===== config.mk =====
export PLATFORM = sky130hd
export DESIGN_NAME = video_pattern_gen_flat
export DESIGN_NICKNAME = d
export VERILOG_FILES = /design/src/rtl/video_pattern_gen_if.sv /design/src/rtl/video_pattern_gen.sv /design/src/flat_wrapper.sv
export SDC_FILE = /design/constraint.sdc
export NUM_CORES = 1
export LEC_CHECK = 0
export CAP_MARGIN = 30
export CORE_ASPECT_RATIO = 0.7
export CORE_MARGIN = 2
export CORE_UTILIZATION = 47
export CTS_BUF_LIST = sky130_fd_sc_hd__clkbuf_8
export DETAILED_ROUTE_END_ITERATION = 10
export GPL_TIMING_DRIVEN = 1
export PLACE_DENSITY_LB_ADDON = 0.3
export REMOVE_ABC_BUFFERS = 1
export SYNTH_ARGS = -nofsm -noshare
export SYNTH_HDL_FRONTEND = slang
export SYNTH_SLANG_ARGS = --single-unit

===== constraint.sdc =====
create_clock -name clk -period 2.9 [get_ports clk]
set_input_delay 0.29 -clock clk [delete_from_list [all_inputs] [get_ports clk]]
set_output_delay 0.29 -clock clk [all_outputs]
set_load 0.005 [all_outputs]

===== src/rtl/video_pattern_gen_if.sv =====
// Video output bundle of the pattern generator: frame-valid, line-valid,
// pixel data and the end-of-frame pulse, as seen by the filter chain input.
`timescale 1ns/1ps
interface video_pattern_gen_if #(
  parameter int DW = 8
);
  logic          vvalid;
  logic          hvalid;
  logic [DW-1:0] dout;
  logic          frame_done;

  modport master (output vvalid, output hvalid, output dout, output frame_done);
  modport slave  (input  vvalid, input  hvalid, input  dout, input  frame_done);
endinterface


===== src/rtl/video_pattern_gen.sv =====
// Programmable raster timing source with a selectable test pattern.
// A frame is VFP blank lines, one LEAD line (vvalid only), ACTIVE lines and
// VBP blank lines. Outputs are registered from the next-state decode, so
// vvalid/hvalid/dout/frame_done always describe the cycle in which they appear.
`timescale 1ns/1ps
module video_pattern_gen #(
  parameter int DW       = 8,
  parameter int H_ACTIVE = 1920,
  parameter int H_BLANK  = 280,
  parameter int V_ACTIVE = 1080,
  parameter int V_FP     = 4,
  parameter int V_BP     = 36
) (
  input  logic                   clk,
  input  logic                   rst_b,
  input  logic                   en,
  input  logic [1:0]             pattern_sel,
  input  logic [DW-1:0]          const_val,
  video_pattern_gen_if.master    vid
);

  localparam int H_TOTAL = H_ACTIVE + H_BLANK;
  localparam int V_MAX0  = (V_ACTIVE > V_FP) ? V_ACTIVE : V_FP;
  localparam int V_MAX   = (V_MAX0 > V_BP) ? V_MAX0 : V_BP;
  localparam int HW      = $clog2(H_TOTAL);
  localparam int LW      = $clog2(V_MAX + 1);

  localparam logic [HW-1:0] H_LAST      = HW'(H_TOTAL - 1);
  localparam logic [HW-1:0] H_ACT       = HW'(H_ACTIVE);
  localparam logic [LW-1:0] VFP_LAST    = LW'(V_FP - 1);
  localparam logic [LW-1:0] VACT_LAST   = LW'(V_ACTIVE - 1);
  localparam logic [LW-1:0] VBP_LAST    = LW'(V_BP - 1);

  typedef enum logic [2:0] {
    ST_IDLE,
    ST_VFP,
    ST_LEAD,
    ST_ACTIVE,
    ST_VBP
  } state_t;

  state_t        state_reg, state_next;
  logic [HW-1:0] hcnt_reg, hcnt_next;
  logic [LW-1:0] lcnt_reg, lcnt_next;

  logic [1:0]    sel_reg;
  logic [DW-1:0] const_reg;

  logic          vvalid_reg, hvalid_reg, frame_done_reg;
  logic [DW-1:0] dout_reg;

  logic          vvalid_next, hvalid_next, frame_done_next;
  logic [DW-1:0] dout_next;
  logic          frame_start;
  logic          y_bit3;

  // Raster position and FSM state register; reset aborts any frame in flight
  always_ff @(posedge clk or negedge rst_b) begin
    if (!rst_b) begin
      state_reg <= ST_IDLE;
      hcnt_reg  <= '0;
      lcnt_reg  <= '0;
    end else begin
      state_reg <= state_next;
      hcnt_reg  <= hcnt_next;
      lcnt_reg  <= lcnt_next;
    end
  end

  // Next-state / counter logic: state moves only at the end of a line (IDLE excepted)
  always_comb begin
    state_next = state_reg;
    hcnt_next  = hcnt_reg;
    lcnt_next  = lcnt_reg;
    if (state_reg == ST_IDLE) begin
      hcnt_next = '0;
      lcnt_next = '0;
      if (en) state_next = ST_VFP;
    end else if (hcnt_reg != H_LAST) begin
      hcnt_next = hcnt_reg + 1'b1;
    end else begin
      hcnt_next = '0;
      lcnt_next = lcnt_reg + 1'b1;
      case (state_reg)
        ST_VFP: begin
          if (lcnt_reg == VFP_LAST) begin
            state_next = ST_LEAD;
            lcnt_next  = '0;
          end
        end
        ST_LEAD: begin
          state_next = ST_ACTIVE;
          lcnt_next  = '0;
        end
        ST_ACTIVE: begin
          if (lcnt_reg == VACT_LAST) begin
            state_next = ST_VBP;
            lcnt_next  = '0;
          end
        end
        ST_VBP: begin
          if (lcnt_reg == VBP_LAST) begin
            state_next = en ? ST_VFP : ST_IDLE;
            lcnt_next  = '0;
          end
        end
        default: begin
          state_next = ST_IDLE;
          lcnt_next  = '0;
        end
      endcase
    end
  end

  // A new frame starts whenever VFP is entered from IDLE or from the previous VBP
  assign frame_start = (state_next == ST_VFP) && (state_reg != ST_VFP);

  // Checker needs bit 3 of the line number; short line counters never reach it
  generate
    if (LW > 3) begin : g_ybit
      assign y_bit3 = lcnt_next[3];
    end else begin : g_nobit
      assign y_bit3 = 1'b0;
    end
  endgenerate

  // Pattern selection is frozen for the whole frame
  always_ff @(posedge clk or negedge rst_b) begin
    if (!rst_b) begin
      sel_reg   <= '0;
      const_reg <= '0;
    end else if (frame_start) begin
      sel_reg   <= pattern_sel;
      const_reg <= const_val;
    end
  end

  // Output decode for the position the counters move to this edge
  always_comb begin
    vvalid_next     = (state_next == ST_LEAD) || (state_next == ST_ACTIVE);
    hvalid_next     = (state_next == ST_ACTIVE) && (hcnt_next < H_ACT);
    frame_done_next = (state_next == ST_VBP) && (hcnt_next == H_LAST) &&
                      (lcnt_next == VBP_LAST);
    dout_next       = '0;
    if (hvalid_next) begin
      case (sel_reg)
        2'd0:    dout_next = DW'(hcnt_next);
        2'd1:    dout_next = DW'(lcnt_next);
        2'd2:    dout_next = (hcnt_next[3] ^ y_bit3) ? {DW{1'b1}} : '0;
        default: dout_next = const_reg;
      endcase
    end
  end

  // Registered video outputs, cleared asynchronously on reset
  always_ff @(posedge clk or negedge rst_b) begin
    if (!rst_b) begin
      vvalid_reg     <= 1'b0;
      hvalid_reg     <= 1'b0;
      frame_done_reg <= 1'b0;
      dout_reg       <= '0;
    end else begin
      vvalid_reg     <= vvalid_next;
      hvalid_reg     <= hvalid_next;
      frame_done_reg <= frame_done_next;
      dout_reg       <= dout_next;
    end
  end

  assign vid.vvalid     = vvalid_reg;
  assign vid.hvalid     = hvalid_reg;
  assign vid.dout       = dout_reg;
  assign vid.frame_done = frame_done_reg;

endmodule


===== src/flat_wrapper.sv =====
// flat-port wrapper written by rule: the top's interface ports become plain ports
module video_pattern_gen_flat 
#(
  parameter int DW       = 8,
  parameter int H_ACTIVE = 1920,
  parameter int H_BLANK  = 280,
  parameter int V_ACTIVE = 1080,
  parameter int V_FP     = 4,
  parameter int V_BP     = 36
)
  (clk, rst_b, en, pattern_sel, const_val, vid_vvalid, vid_hvalid, vid_dout, vid_frame_done);
  video_pattern_gen_if #(.DW(DW)) vid_i ();
  input  logic clk;
  input  logic rst_b;
  input  logic en;
  input  logic [1:0] pattern_sel;
  input  logic [DW-1:0] const_val;
  output wire logic [$bits(vid_i.vvalid)-1:0] vid_vvalid;
  output wire logic [$bits(vid_i.hvalid)-1:0] vid_hvalid;
  output wire logic [$bits(vid_i.dout)-1:0] vid_dout;
  output wire logic [$bits(vid_i.frame_done)-1:0] vid_frame_done;
  assign vid_vvalid = vid_i.vvalid;
  assign vid_hvalid = vid_i.hvalid;
  assign vid_dout = vid_i.dout;
  assign vid_frame_done = vid_i.frame_done;
  video_pattern_gen #(.DW(DW), .H_ACTIVE(H_ACTIVE), .H_BLANK(H_BLANK), .V_ACTIVE(V_ACTIVE), .V_FP(V_FP), .V_BP(V_BP)) u_core (.clk(clk), .rst_b(rst_b), .en(en), .pattern_sel(pattern_sel), .const_val(const_val), .vid(vid_i));
endmodule

* Word-level counts from Yosys, hierarchy flattened
Index checks and enable logic that the tools add are counted.
** Storage, ports and cells
- Register bits after elaboration :: 47
- Input bits :: 13
- Output and inout port bits :: 11
- Logic and storage cells :: 56
** Operators by class
- $add $sub $neg :: 2
- Magnitude comparators :: 1
- Equal/unequal tests :: 17
- Mux-type cells :: 19
- Bitwise operators :: 1
- Reduce and logical (&&, ||, !) cells :: 7
** Operators by type and width (number)
- $mux W11 :: 5
- $pmux W11 S3 :: 1
- $mux W12 :: 2
- $pmux W8 S3 :: 1
- $eq A11 B6 Y1 const B :: 2
- $mux W3 :: 6
- $mux W8 :: 2
- $add A12 B1 Y12 const B :: 1
- $eq A12 B12 Y1 const B :: 1
- $eq A3 B2 Y1 const B :: 4
- $lt A12 B11 Y1 const B :: 1
- $ne A12 B12 Y1 const B :: 1
- $pmux W3 S4 :: 1
- $add A11 B1 Y11 const B :: 1
- $eq A11 B11 Y1 const B :: 1
- $eq A11 B2 Y1 const B :: 1
- $eq A3 B1 Y1 const B :: 2
- $eq A3 B3 Y1 const B :: 2
- $logic_and A1 B1 Y1 :: 4
- $logic_not A3 Y1 :: 1
- $ne A3 B1 Y1 const B :: 1
- $eq A2 B1 Y1 const B :: 1
- $eq A2 B2 Y1 const B :: 1
- $logic_not A2 Y1 :: 1
- other kinds (3) :: 3

* Depth between registers and ports, before layout
- Word-level depth :: 9
- Gate-level depth with buffers :: 10
- Mapped depth without buffers :: 8

* Least setup slack after synthesis
OpenSTA, ideal clock, no wires.
- Path type :: register to register
- From :: reg u_core.hcnt_reg[0]
- To :: reg u_core.frame_done_reg, in the netlist u_core.vid.frame_done
- Library setup time :: 0.096 ns
- Arrival time :: 2.502 ns
- Required time :: 2.804 ns
- Slack :: 0.303 ns
- Cell stages (with the launch flop) :: 9
- Path buffers :: 1
- Clock period less this slack :: 2.597 ns
- Cells stage by stage :: dfrtp_1 ha_1 and3_1 buf_2 a31oi_2 nand2b_1 or4_1 or4_4 nor4_2
** Between the ends
- Cells in the longest elaborated chain, start to end :: 6
- Elaborated cells between the ends (all ways) :: 13
- Those cells by class :: add/sub (1); eq/ne (4); mux (6); reduce/logical (2)
** Ends and longest elaborated chain
- from (decl) :: line video_pattern_gen.sv:43 : logic [HW-1:0] hcnt_reg, hcnt_next;
- from (signal assigned) :: line video_pattern_gen.sv:65 : hcnt_reg <= hcnt_next;
- $add A12 B1 Y12 or $ne A12 B12 Y1 (tied branches) :: line video_pattern_gen.sv:80, video_pattern_gen.sv:79
- $mux W12 or $mux W3 (tied branches) :: line video_pattern_gen.sv:79 : end else if (hcnt_reg != H_LAST) begin
- $mux W12 or $mux W3 (tied branches) :: line video_pattern_gen.sv:75 : if (state_reg == ST_IDLE) begin
- $eq A12 B12 Y1 or $eq A3 B3 Y1 (tied branches) :: line video_pattern_gen.sv:142 : frame_done_next = (state_next == ST_VBP) && (hcnt_next == H_LAST) &&
- $logic_and A1 B1 Y1 :: line video_pattern_gen.sv:142
- $logic_and A1 B1 Y1 * :: line video_pattern_gen.sv:142
- net u_core.frame_done_next :: line video_pattern_gen.sv:52 : logic vvalid_next, hvalid_next, frame_done_next;
- to (signal assigned) :: line video_pattern_gen.sv:165 : frame_done_reg <= frame_done_next;
- to (decl) :: line video_pattern_gen.sv:49 : logic vvalid_reg, hvalid_reg, frame_done_reg;
The timed path passes the listed nets; every way through them passes the cells marked *.
A chain may end at the register's enable or synchronous reset.

* Final worst setup path
- From :: reg u_core.lcnt_reg[1]
- To :: reg u_core.frame_done_reg, in the netlist u_core.vid.frame_done
** Between the ends
- Elaborated cells between the ends (all ways) :: 20
- Those cells by class :: add/sub (1); eq/ne (5); mux (12); reduce/logical (2)
** RTL lines
- from (decl) :: line video_pattern_gen.sv:44 : logic [LW-1:0] lcnt_reg, lcnt_next;
- from (signal assigned) :: line video_pattern_gen.sv:66 : lcnt_reg <= lcnt_next;
- $add A11 B1 Y11, or another cell as far along :: line video_pattern_gen.sv:83 : lcnt_next = lcnt_reg + 1'b1;
- $mux W11 (on tied branches) :: line video_pattern_gen.sv:102, video_pattern_gen.sv:86, video_pattern_gen.sv:96
- $pmux W11 S3 * :: line video_pattern_gen.sv:84 : case (state_reg)
- $mux W11 * :: line video_pattern_gen.sv:79
- $mux W11 * :: line video_pattern_gen.sv:75
- net u_core.lcnt_next[3] :: line video_pattern_gen.sv:44
- $eq A11 B6 Y1 * :: line video_pattern_gen.sv:143 : (lcnt_next == VBP_LAST);
- $logic_and A1 B1 Y1 * :: line video_pattern_gen.sv:142
- net u_core.frame_done_next :: line video_pattern_gen.sv:52
Marked as above.

==> key figures <==
Setup path
  – Most used cell along the critical path: nor4_2
  – Data arrival, critical path: 2.99 ns
  – Endpoint type of the worst setup path: flip-flop
  – Critical-path cell list: ha_1 > or4b_1 > nor4_2 > o211ai_1 > o22a_2 > or4_4 > nor4_2
  – Startpoint types: flip-flop
  – Slowest cell on crit path: or4b_1
  – Worst path max stage delay: 0.53 ns
  – Critical path data required time: 3.11 ns
  – Buf/Inv on CP: 0
  – Critical path depth: 7
  – R2R cell count: 7
  – Max FO, Critical Path: 5
  – CP Class: reg -> reg
  – Cell family with most CP delay: simple AND/OR/NAND/NOR gates

Floorplan
  – Num ports: 24
  – CORE AREA: 5310 µm²
  – Die width: 93.1 µm
  – Initial Utilization: between 40% and 50%
  – # rows: 22
  – Die H: 66.4 µm
  – Die area: 6180 µm²

Placement
  – Port bufs: 23
  – Dpl cells: 355
  – Gpl congestion: 0.921
  – Post-DP HPWL: 4600 µm

Cells and area
  – Area Overhead vs Synth: 19.2%
  – Antenna fix cells: 0
  – Layout cells sized above 1: 17.7%
  – Non-filler cells, final: 365
  – Number of flip-flops in the largest register: 12
  – Layout Nets: 307
  – Final core occ: 58.6%

Logic synthesis
  – Syn_area_per_cell: 9.97 µm²
  – Netlist Area Pre-Place: ~2600 µm²
  – Post-synth EDFFs: 0
  – Post-synth top area share: 45.0%
  – Area leader, netlist: dfrtp_1
  – Post-synth ARST share: 100%
  – Ranking of synthesized cells by area: dfrtp_1 45%, xnor2_1 4.4%, mux2_2 4.3%
  – Yosys reg bits: 47
  – Number of synthesis warnings: 0
  – Synth unique cells: 60
  – Seq/Total Area, Yosys: a little under half
  – Top_reg_cell synth: dfrtp_1
  – Synthesized instance count: 262

CTS
  – Worst-Skew Late Latency: 0.31 ns
  – Number of H-tree levels: 2
  – Clock slew at reported path FFs: 0.09 ns
  – CTS Sinks: 47
  – CTS tree: yes
  – CTS Buffer Depth: 2
  – Root buf cell: clkbuf_8
  – Total CTS buffers: 5

Detailed routing
  – Initial DRC Count: 169
  – DR vias: roughly 2100
  – Residual DRC: 0
  – Wire per inst: 16.7 µm
  – First-pass DRT Iterations: 4
  – Vias per cell: 5.78
  – Antenna viol nets, final: 0
  – DRT Wirelength: 6080 µm

STA
  – Slew Viols, Final: 0
  – Skew final: 0.00671 ns
  – Sum of negative setup slack: 0 ns
  – Fin. Hold Viols: 0
  – Final worst path period share: 95.8%
  – Worst Tran Pin Value: between 0.5 and 0.6 ns
  – Slew headroom: just over 60%
  – Setup-failing EPs final: 0
  – Highest clock rate: roughly 0.36 GHz
  – Min Tclk post-route: between 2 and 3 ns
  – RSZ-0062 raised after global routing: no

Power
  – Tot Pwr: roughly 1.1 mW
  – Max VDD drop: ~0.00027 V
  – Pwr Density: 353 nW/µm²
  – Leak pwr: 1.35 nW

GRT
  – Initial antenna violation count: 0
  – Vias in the first global route: just over 2000
  – Grt total ovfl: 0
  – All-Layer GR Usage: 21.5%
  – Largest net degree at the start of global routing: 26
  – First-pass GRT wire length: 10200 µm

Hold path
  – Hold Crit Class: in -> async

Status
  – Status: finished, final reports clean

Job
  – # Max-Cap Violations: 0
## worst reg2reg max path: cells and delay by family (launching register included)
family | cells | cell delay, ns
fa+ha+maj | 1 | 0.24
flops | 1 | 0.40
simple gates | 4 | 1.59
compound gates | 2 | 0.45
## final timing paths
check                                    start               endpoint  slack (ns)
setup / recovery            u_core.lcnt_reg[1]  u_core.vid.frame_done        0.12
hold / removal                           rst_b    u_core.const_reg[0]        0.51
setup reg to reg            u_core.lcnt_reg[1]  u_core.vid.frame_done        0.12
hold reg to reg            u_core.const_reg[7]    u_core.const_reg[7]        0.52
max in group asynchronous                rst_b  u_core.vid.frame_done        1.87
min in group clk           u_core.const_reg[7]    u_core.const_reg[7]        0.52
## cell families after synthesis
kind of cell,count (synthesis),share of synthesized area (%)
simple gates,109,25.1
compound gates,48,13.6
flops,47,45.0
buf+inv,26,4.21
xor+xnor,19,6.37
mux,11,4.69
fa+ha+maj,2,0.958
## cell type report
cell class                      instances  area, µm²
Fill cell                             432       2200
Clock inverter                          3       22.5
Clock buffer                            5       68.8
Multi-Input combinational cell        189       1350
Inverter                               11       41.3
Timing Repair Buffer                   38        360
Tap cell                               72       90.1
Sequential cell                        47       1180
## cells in the mapped netlist, types with 2 or more instances
master and instances:
ha_1 2, buf_2 4, xor2_1 6, nor3_1 9, a211oi_1 3, or4_1 2, mux2_2 10, nor3b_1 5
nor3_2 2, xnor2_1 13, and2_1 3, nor2b_1 3, a21boi_0 2, and3_1 5, nor4_1 5, o21ai_0 6
nand4_1 6, or4_4 2, and4_1 2, nand2_1 14, or3_1 2, a22oi_1 2, nor4_2 2, inv_1 10
clkbuf_1 9, nand2b_1 5, nor4b_4 2, nand3_1 11, a211o_1 2, nor2_1 24, a221oi_1 4, a31oi_1 2
dfrtp_1 47, a21oi_1 10
## cells in the final DEF (no fill, tap or decap), types with 2 or more instances in the layout
master / netlist / layout
and3_2: 0 / 2
nand3_1: 11 / 10
clkbuf_8: 0 / 5
a31oi_1: 2 / 2
nor2b_1: 3 / 3
inv_1: 10 / 10
nand2_1: 14 / 14
a211o_1: 2 / 2
inv_6: 0 / 2
nor3_2: 2 / 3
and3_1: 5 / 3
mux2_2: 10 / 10
nor4_1: 5 / 4
and4_1: 2 / 2
dfrtp_1: 47 / 47
xor2_1: 6 / 6
nand4_1: 6 / 6
xnor2_1: 13 / 13
o21ai_0: 6 / 5
buf_4: 0 / 13
nor3_1: 9 / 8
or4_4: 2 / 2
or3_1: 2 / 2
a211oi_1: 3 / 2
nor4_2: 2 / 3
a221oi_1: 4 / 4
a21oi_1: 10 / 10
nand2b_1: 5 / 5
a21boi_0: 2 / 2
or4_1: 2 / 2
nor3b_1: 5 / 5
nor4b_4: 2 / 2
and2_1: 3 / 3
o21ai_1: 1 / 2
nor2_1: 24 / 24
a22oi_1: 2 / 2
clkdlybuf4s50_1: 0 / 22
## repair_timing
| action | in CTS | in global routing |
|---|---|---|
| hold buffers | 1 | 0 |
| buffers inserted | 0 | 1 |
| resized for setup | 0 | 9 |
| endpoints found under the setup margin | 0 | 9 |
| endpoints found under the hold margin | 24 | 0 |
## layer usage
metal  part of all wire, %  wire length (µm)  track usage [%]
met5                     0                 0                0
met4                  0.86                52             4.41
met3                   5.3               320             3.65
met2                    45              2720             33.1
met1                    49              2980             31.9
## power by group
part | switching [mW] | internal, mW
combinational | 0.0147 | 0.0179
clock | 0.238 | 0.175
sequential | 0 | 0.655
## stage by stage
step | area [µm²] | setup slack [ns] | hold WS, ns
final | 3110 | 0.121 | 0.513
after global routing | 3110 | 0.00798 | 0.534
after CTS | 3080 | 0.0558 | 0.521
after detailed placement | 2980 | 0.0844 | 0.327
after global placement | 2950 | 0.198 | 0.493
after floorplan | 2540 | 0.343 | -0.00559
No activity file was read; power rests on OpenSTA's default activity.
